--- src/rtl/mdu_pkg.sv ---
// Shared definitions for the multiply/divide unit: op encodings, FSM state type
// and a small sizing helper.
package mdu_pkg;

  localparam int OP_W = 3;

  localparam logic [OP_W-1:0] OP_MULT  = 3'd0;
  localparam logic [OP_W-1:0] OP_MULTU = 3'd1;
  localparam logic [OP_W-1:0] OP_DIV   = 3'd2;
  localparam logic [OP_W-1:0] OP_DIVU  = 3'd3;
  localparam logic [OP_W-1:0] OP_MTHI  = 3'd4;
  localparam logic [OP_W-1:0] OP_MTLO  = 3'd5;

  typedef enum logic [1:0] {
    IDLE    = 2'd0,
    MUL_RUN = 2'd1,
    DIV_RUN = 2'd2,
    DIV_FIX = 2'd3
  } mdu_state_e;

  function automatic int max_int(input int a, input int b);
    return (a > b) ? a : b;
  endfunction

endpackage

--- src/rtl/mdu_divider.sv ---
// Iterative restoring divider: WIDTH shift/subtract cycles on magnitudes, then a
// combinational sign-fix presented while valid is high.
module mdu_divider #(
  parameter int WIDTH = 32
) (
  input  logic             clk,
  input  logic             reset,
  input  logic             start,
  input  logic [WIDTH-1:0] dividend,
  input  logic [WIDTH-1:0] divisor,
  input  logic             is_signed,
  input  logic             abort,
  output logic [WIDTH-1:0] quotient,
  output logic [WIDTH-1:0] remainder,
  output logic             valid
);

  localparam int               CNT_W = $clog2(WIDTH + 1);
  localparam logic [CNT_W-1:0] ITERS = CNT_W'(WIDTH);
  localparam logic [CNT_W-1:0] ONE   = CNT_W'(1);

  logic             running;
  logic [CNT_W-1:0] cnt;
  logic [WIDTH-1:0] rem, quo, dsr, dvd_orig;
  logic             neg_q, neg_r, div_zero;
  logic             neg_a, neg_b;
  logic [WIDTH-1:0] abs_a, abs_b;
  logic [WIDTH:0]   shifted, diff;

  // NOTE: every signal written here gets a value on every path, so no latch is inferred.
  always_comb begin
    neg_a   = is_signed & dividend[WIDTH-1];
    neg_b   = is_signed & divisor[WIDTH-1];
    abs_a   = neg_a ? -dividend : dividend;
    abs_b   = neg_b ? -divisor : divisor;
    shifted = {rem, quo[WIDTH-1]};
    diff    = shifted - {1'b0, dsr};
  end

  // NOTE: sequential state uses non-blocking assignments so all registers update together.
  always_ff @(posedge clk or negedge reset) begin
    if (!reset) begin
      running <= 1'b0;
      cnt     <= '0;
    end else if (abort) begin
      running <= 1'b0;
      cnt     <= '0;
    end else if (start) begin
      running <= 1'b1;
      cnt     <= ITERS;
    end else if (running) begin
      if (cnt != '0) cnt <= cnt - ONE;
      else           running <= 1'b0;
    end
  end

  // NOTE: datapath registers carry no reset; start always loads them before they are read.
  always_ff @(posedge clk) begin
    if (start && !abort) begin
      rem      <= '0;
      quo      <= abs_a;
      dsr      <= abs_b;
      dvd_orig <= dividend;
      neg_q    <= neg_a ^ neg_b;
      neg_r    <= neg_a;
      div_zero <= (divisor == '0);
    end else if (running && cnt != '0) begin
      rem <= diff[WIDTH] ? shifted[WIDTH-1:0] : diff[WIDTH-1:0];
      quo <= {quo[WIDTH-2:0], ~diff[WIDTH]};
    end
  end

  always_comb begin
    valid = running && (cnt == '0);
    if (div_zero) begin
      quotient  = '1;
      remainder = dvd_orig;
    end else begin
      quotient  = neg_q ? -quo : quo;
      remainder = neg_r ? -rem : rem;
    end
  end

endmodule

--- src/rtl/mdu_unit.sv ---
// MIPS-style multiply/divide unit with HI/LO registers, busy stall and flush.
// The divider is built in only when MDU_DIV_EN is defined.
module mdu_unit
  import mdu_pkg::*;
#(
  parameter int WIDTH    = 32,
  parameter int MULT_LAT = 5
) (
  input  logic             clk,
  input  logic             reset,
  input  logic             start,
  input  logic [OP_W-1:0]  op,
  input  logic [WIDTH-1:0] src_a,
  input  logic [WIDTH-1:0] src_b,
  input  logic             flush,
  output logic             busy,
  output logic             done,
  output logic [WIDTH-1:0] hi,
  output logic [WIDTH-1:0] lo
);

  localparam int               CNT_W   = $clog2(max_int(WIDTH, MULT_LAT) + 1);
  localparam logic [CNT_W-1:0] MUL_CNT = CNT_W'(MULT_LAT);
  localparam logic [CNT_W-1:0] DIV_CNT = CNT_W'(WIDTH);
  localparam logic [CNT_W-1:0] ONE     = CNT_W'(1);

  mdu_state_e         state, state_nxt;
  logic [CNT_W-1:0]   cnt;
  logic               accept, accept_mul, accept_div, abort;
  logic               mul_commit, div_commit, mul_signed;
  logic [2*WIDTH-1:0] ext_a, ext_b, product, prod_q;

  // Sign/zero-extend to 2*WIDTH so one multiplier serves MULT and MULTU.
  assign mul_signed = (op == OP_MULT);
  assign ext_a      = {{WIDTH{mul_signed & src_a[WIDTH-1]}}, src_a};
  assign ext_b      = {{WIDTH{mul_signed & src_b[WIDTH-1]}}, src_b};
  assign product    = ext_a * ext_b;
  assign accept_mul = accept && (op == OP_MULT || op == OP_MULTU);

`ifdef MDU_DIV_EN
  logic [WIDTH-1:0] div_q, div_r;
  logic             div_valid;

  assign accept_div = accept && (op == OP_DIV || op == OP_DIVU);

  mdu_divider #(.WIDTH(WIDTH)) u_div (
    .clk      (clk),
    .reset    (reset),
    .start    (accept_div),
    .dividend (src_a),
    .divisor  (src_b),
    .is_signed(op == OP_DIV),
    .abort    (abort),
    .quotient (div_q),
    .remainder(div_r),
    .valid    (div_valid)
  );
`else
  assign accept_div = 1'b0;
`endif

  always_ff @(posedge clk or negedge reset) begin
    if (!reset) state <= IDLE;
    else        state <= state_nxt;
  end

  always_comb begin
    state_nxt = state;
    case (state)
      IDLE: begin
        if (accept_mul)      state_nxt = MUL_RUN;
        else if (accept_div) state_nxt = DIV_RUN;
      end
      MUL_RUN: if (flush || cnt == ONE) state_nxt = IDLE;
      DIV_RUN: begin
        if (flush)           state_nxt = IDLE;
        else if (cnt == ONE) state_nxt = DIV_FIX;
      end
      DIV_FIX: state_nxt = IDLE;
      default: state_nxt = IDLE;
    endcase
  end

  // Flush on the commit edge wins, so both commits are gated by !flush.
  always_comb begin
    busy       = (state != IDLE);
    accept     = (state == IDLE) && start && !flush;
    abort      = busy && flush;
    mul_commit = (state == MUL_RUN) && (cnt == ONE) && !flush;
    div_commit = 1'b0;
`ifdef MDU_DIV_EN
    div_commit = (state == DIV_FIX) && div_valid && !flush;
`endif
  end

  always_ff @(posedge clk or negedge reset) begin
    if (!reset) begin
      cnt  <= '0;
      hi   <= '0;
      lo   <= '0;
      done <= 1'b0;
    end else begin
      done <= mul_commit | div_commit;

      if (accept_mul)      cnt <= MUL_CNT;
      else if (accept_div) cnt <= DIV_CNT;
      else if (abort)      cnt <= '0;
      else if (cnt != '0)  cnt <= cnt - ONE;

      if (accept && op == OP_MTHI) hi <= src_a;
      if (accept && op == OP_MTLO) lo <= src_a;
      if (mul_commit) {hi, lo} <= prod_q;
`ifdef MDU_DIV_EN
      if (div_commit) begin
        hi <= div_r;
        lo <= div_q;
      end
`endif
    end
  end

  always_ff @(posedge clk) begin
    if (accept_mul) prod_q <= product;
  end

endmodule

--- config.mk ---
export PLATFORM = sky130hd
export DESIGN_NAME = mdu_unit
export DESIGN_NICKNAME = d
export VERILOG_FILES = /design/src/rtl/mdu_pkg.sv /design/src/rtl/mdu_divider.sv /design/src/rtl/mdu_unit.sv
export SDC_FILE = /design/constraint.sdc
export NUM_CORES = 2
export LEC_CHECK = 0
export BUFFER_PORTS_ARGS = -buffer_cell sky130_fd_sc_hd__buf_2
export CAP_MARGIN = 20
export CORE_AREA = 2 2 298 374
export CTS_CLUSTER_SIZE = 20
export DETAILED_ROUTE_END_ITERATION = 6
export DIE_AREA = 0 0 300 376
export HOLD_SLACK_MARGIN = 0.1
export PLACE_DENSITY = 0.57
export SLEW_MARGIN = 20
export SYNTH_ARGS = -nofsm -noshare
export SYNTH_HDL_FRONTEND = slang
export SYNTH_SLANG_ARGS = --single-unit
--- constraint.sdc ---
create_clock -name clk -period 8 [get_ports clk]
set_clock_uncertainty 0.2 [all_clocks]
set_input_delay 0.4 -clock clk [delete_from_list [all_inputs] [get_ports clk]]
set_output_delay 0.4 -clock clk [all_outputs]
set_load 0.01 [all_outputs]
==> out/metrics.csv <==
stage,metric,value,unit
setup_path,"Data required, critical path",7.98,ns
placement,Detailed Place HPWL,113,mm
global_route,pin count of the biggest net entering global routing,130,
timing,slew margin rel.,34.9,%
setup_path,worst setup path start,op[0],
flow_run,max-cap viol count,0,
global_route,vias in the first global route,34700,
cells_and_area,Layout Cells excl Fill,6410,
placement,port buffer count,136,
timing,worst setup slack after layout,0.208,ns
timing,measured slew at the worst slew-check pin,0.977,ns
synth,synthesized area,0.0433,sq mm
detailed_routing,wire per inst,20.3,um
cts,clk_lat worst skew,0.42,ns
synth,Post-Synthesis Net Count,6009,
die,Initial Util,39.7,%
timing,min Tclk post-route,7.79,ns
timing,Max Clock Freq,128,MHz
setup_path,cell mode on critical path,fa_1,
synth,ys async rst share,53.3,%
cts,CTS Sinks,137,
detailed_routing,drt drc,0,
hold_path,Min-Delay Path Class,input port to flip-flop,
detailed_routing,first-pass iteration count of the detailed router,5,
cts,"CTS clk-pin slew, worst paths",0.06,ns
synth,ys flop type,dfrtp_1,
cts,TritonCTS clock tree,done,
cts,TritonCTS Buffers,17,
placement,RePlAce Congestion,0.921,
synth,Yosys cell types,66,
cells_and_area,Area Growth Syn to Fin,15.1,%
detailed_routing,total number of vias,31600,
setup_path,Reg-to-Reg End,hi[14],
setup_path,Setup CP Type,input port to flip-flop,
cells_and_area,Final nets,6357,
setup_path,"CP delay by family, top",adder cells,
cells_and_area,fin area,0.0499,sq mm
cells_and_area,fill count,10700,
synth,cell taking the most area after synthesis,fa_1,
synth,Avg Inst Size Synth,9.43,sq um
detailed_routing,WL final,130,mm
global_route,total track usage,23.8,%
synth,number of enable flip-flop cells after synthesis,64,
setup_path,Setup crit end kind,flip-flop,
placement,pre-CTS setup slack,-0.421,ns
synth,top area cells in the synthesized netlist,"fa_1 (52%), inv_1 (9.8%), nand2_1 (6.8%)",
timing,Final setup viols,0,
detailed_routing,Via density,4.93,
synth,Synth Instances,4599,
placement,post-placement cell count,6371,
timing,Final Hold Vio Count,0,
setup_path,critical path peak fanout,7,
synth,yosys warns,0,
die,chip height,376,um
detailed_routing,Post-DRT Antenna Nets,0,
placement,Placed Area,0.0490,sq mm
global_route,first-pass GRT wire length,203,mm
cts,Root Buffer,clkbuf_16,
synth,Synth Register Bits,137,
setup_path,critical path depth,26,
status,status,finished clean,
global_route,initial antenna violation count,5,
timing,fin crit share,97.4,%
die,Die Footprint,0.113,sq mm
setup_path,Worst Reg-to-Reg Cells,7,
cts,H-tree Lvls,4,
setup_path,max incr delay on CP,0.59,ns
setup_path,Critical-path top delay cell,fa_1,
synth,"Seq/Total Area, Yosys",8.65,%
die,Ports,137,
cts,Bufs on Longest Clock Path,2,
setup_path,worst reg-to-reg setup slack,5.41,ns
die,std cell rows,136,
die,Core Area,0.109,sq mm
die,DIE WIDTH,300,um
cells_and_area,layout cells sized above 1,14.2,%
timing,Pins Over Slew Limit,0,
timing,WHS,0.193,ns
synth,"top cells by count, synth","inv_1 (1127), fa_1 (1125), nand2_1 (787)",
setup_path,crit path DAT,7.77,ns
setup_path,reg2reg start,state[1],
setup_path,worst path bufs/invs,5,
setup_path,Critical Path Start Type,input port,
synth,most frequent cell after synthesis,inv_1,
synth,Synth top area share,52.0,%
detailed_routing,Initial DRC Count,1867,
setup_path,Critical Path Sink,prod_q[63],
global_route,GRT overflow,0,
[state kept, by name, indices dropped and copies added (netlist names)]
name    cells
prod_q     64
cnt         6
done        1
lo         32
hi         32
state       2
[cell usage in the layout (no fill, tap or decap), types with 53 or more instances in the layout]
cell	synthesis	routed
dfrtp_1	73	73
nor2_1	61	57
buf_2	5	123
and2_1	368	368
o21ai_0	91	86
xnor2_1	61	61
nand2_1	787	784
inv_1	1127	1121
ha_1	214	209
buf_12	0	53
fa_1	1125	1113
buf_4	0	402
edfxtp_1	64	64
mux2i_1	66	66
[worst min path at each step]
stage,start,endpoint,slack (ns),depth (start not counted)
CTS,src_a[7],hi[7],0.18,3
finish,src_a[7],hi[7],0.19,3
global placement,prod_q[25],lo[25],0.23,2
floorplan,reset,cnt[0],-0.1,0
global route,src_a[22],hi[22],0.21,3
detailed placement,prod_q[3],lo[3],0.24,2
[metrics by stage]
stage	util, %	setup TNS, ns
3_5_place_dp	44.8	-5.05
3_3_place_gp	44.8	-4.52
5_1_grt	45.7	-0.0304
6_report	45.7	0
4_1_cts	45.4	0
2_1_floorplan	-	-0.0986
[layout make-up]
class / count / area (sq um) / share of cell area (%)
sequential: 137 / 3750 / 7.51
antenna: 1 / 2.50 / 0.00502
multi-input combinational: 3067 / 34600 / 69.4
clock inverter: 12 / 139 / 0.278
inverter: 1127 / 4230 / 8.49
clock buffer: 20 / 458 / 0.918
tap: 1449 / 1810 / 3.63
timing repair buffer: 597 / 4870 / 9.77
[per-layer routing]
metal / up-vias / routed length [um] / GRT usage [%]
met3: 240 / 3860 / 1.41
met5: - / 11 / 0
met4: 2 / 7060 / 10.5
met1: 16700 / 48100 / 27.7
li1: 13900 / - / -
met2: 756 / 70900 / 44.7
[cell families after synthesis]
kind of cell	count (synthesis)	share of synthesized area, %
buffers and inverters	1395	12.1
AND/OR/NAND/NOR	1334	14.3
adder cells (fa/ha/maj)	1339	58.1
AO/OA/AOI/OAI	252	3.73
multiplexers	66	1.52
XOR/XNOR	76	1.54
flip-flops	137	8.65
[timing repair]
item	CTS	global route
gates resized for setup	0	59
buffers inserted	0	3
setup endpoints to repair	0	19
hold buffers	2	0
endpoints found under the hold margin	74	0
[worst register-to-register path, cell delays in order, from the launching register on]
cell and delay, ns:
dfrtp_1 0.42, or2_2 0.37, nor3_1 0.32, nand2_1 0.14, nor2_4 0.09, buf_4 0.47
mux2i_1 0.32, o21ai_0 0.10
Power is not shown: default switching activity piles up to over one toggle a cycle in this logic, so the estimate is an artifact.
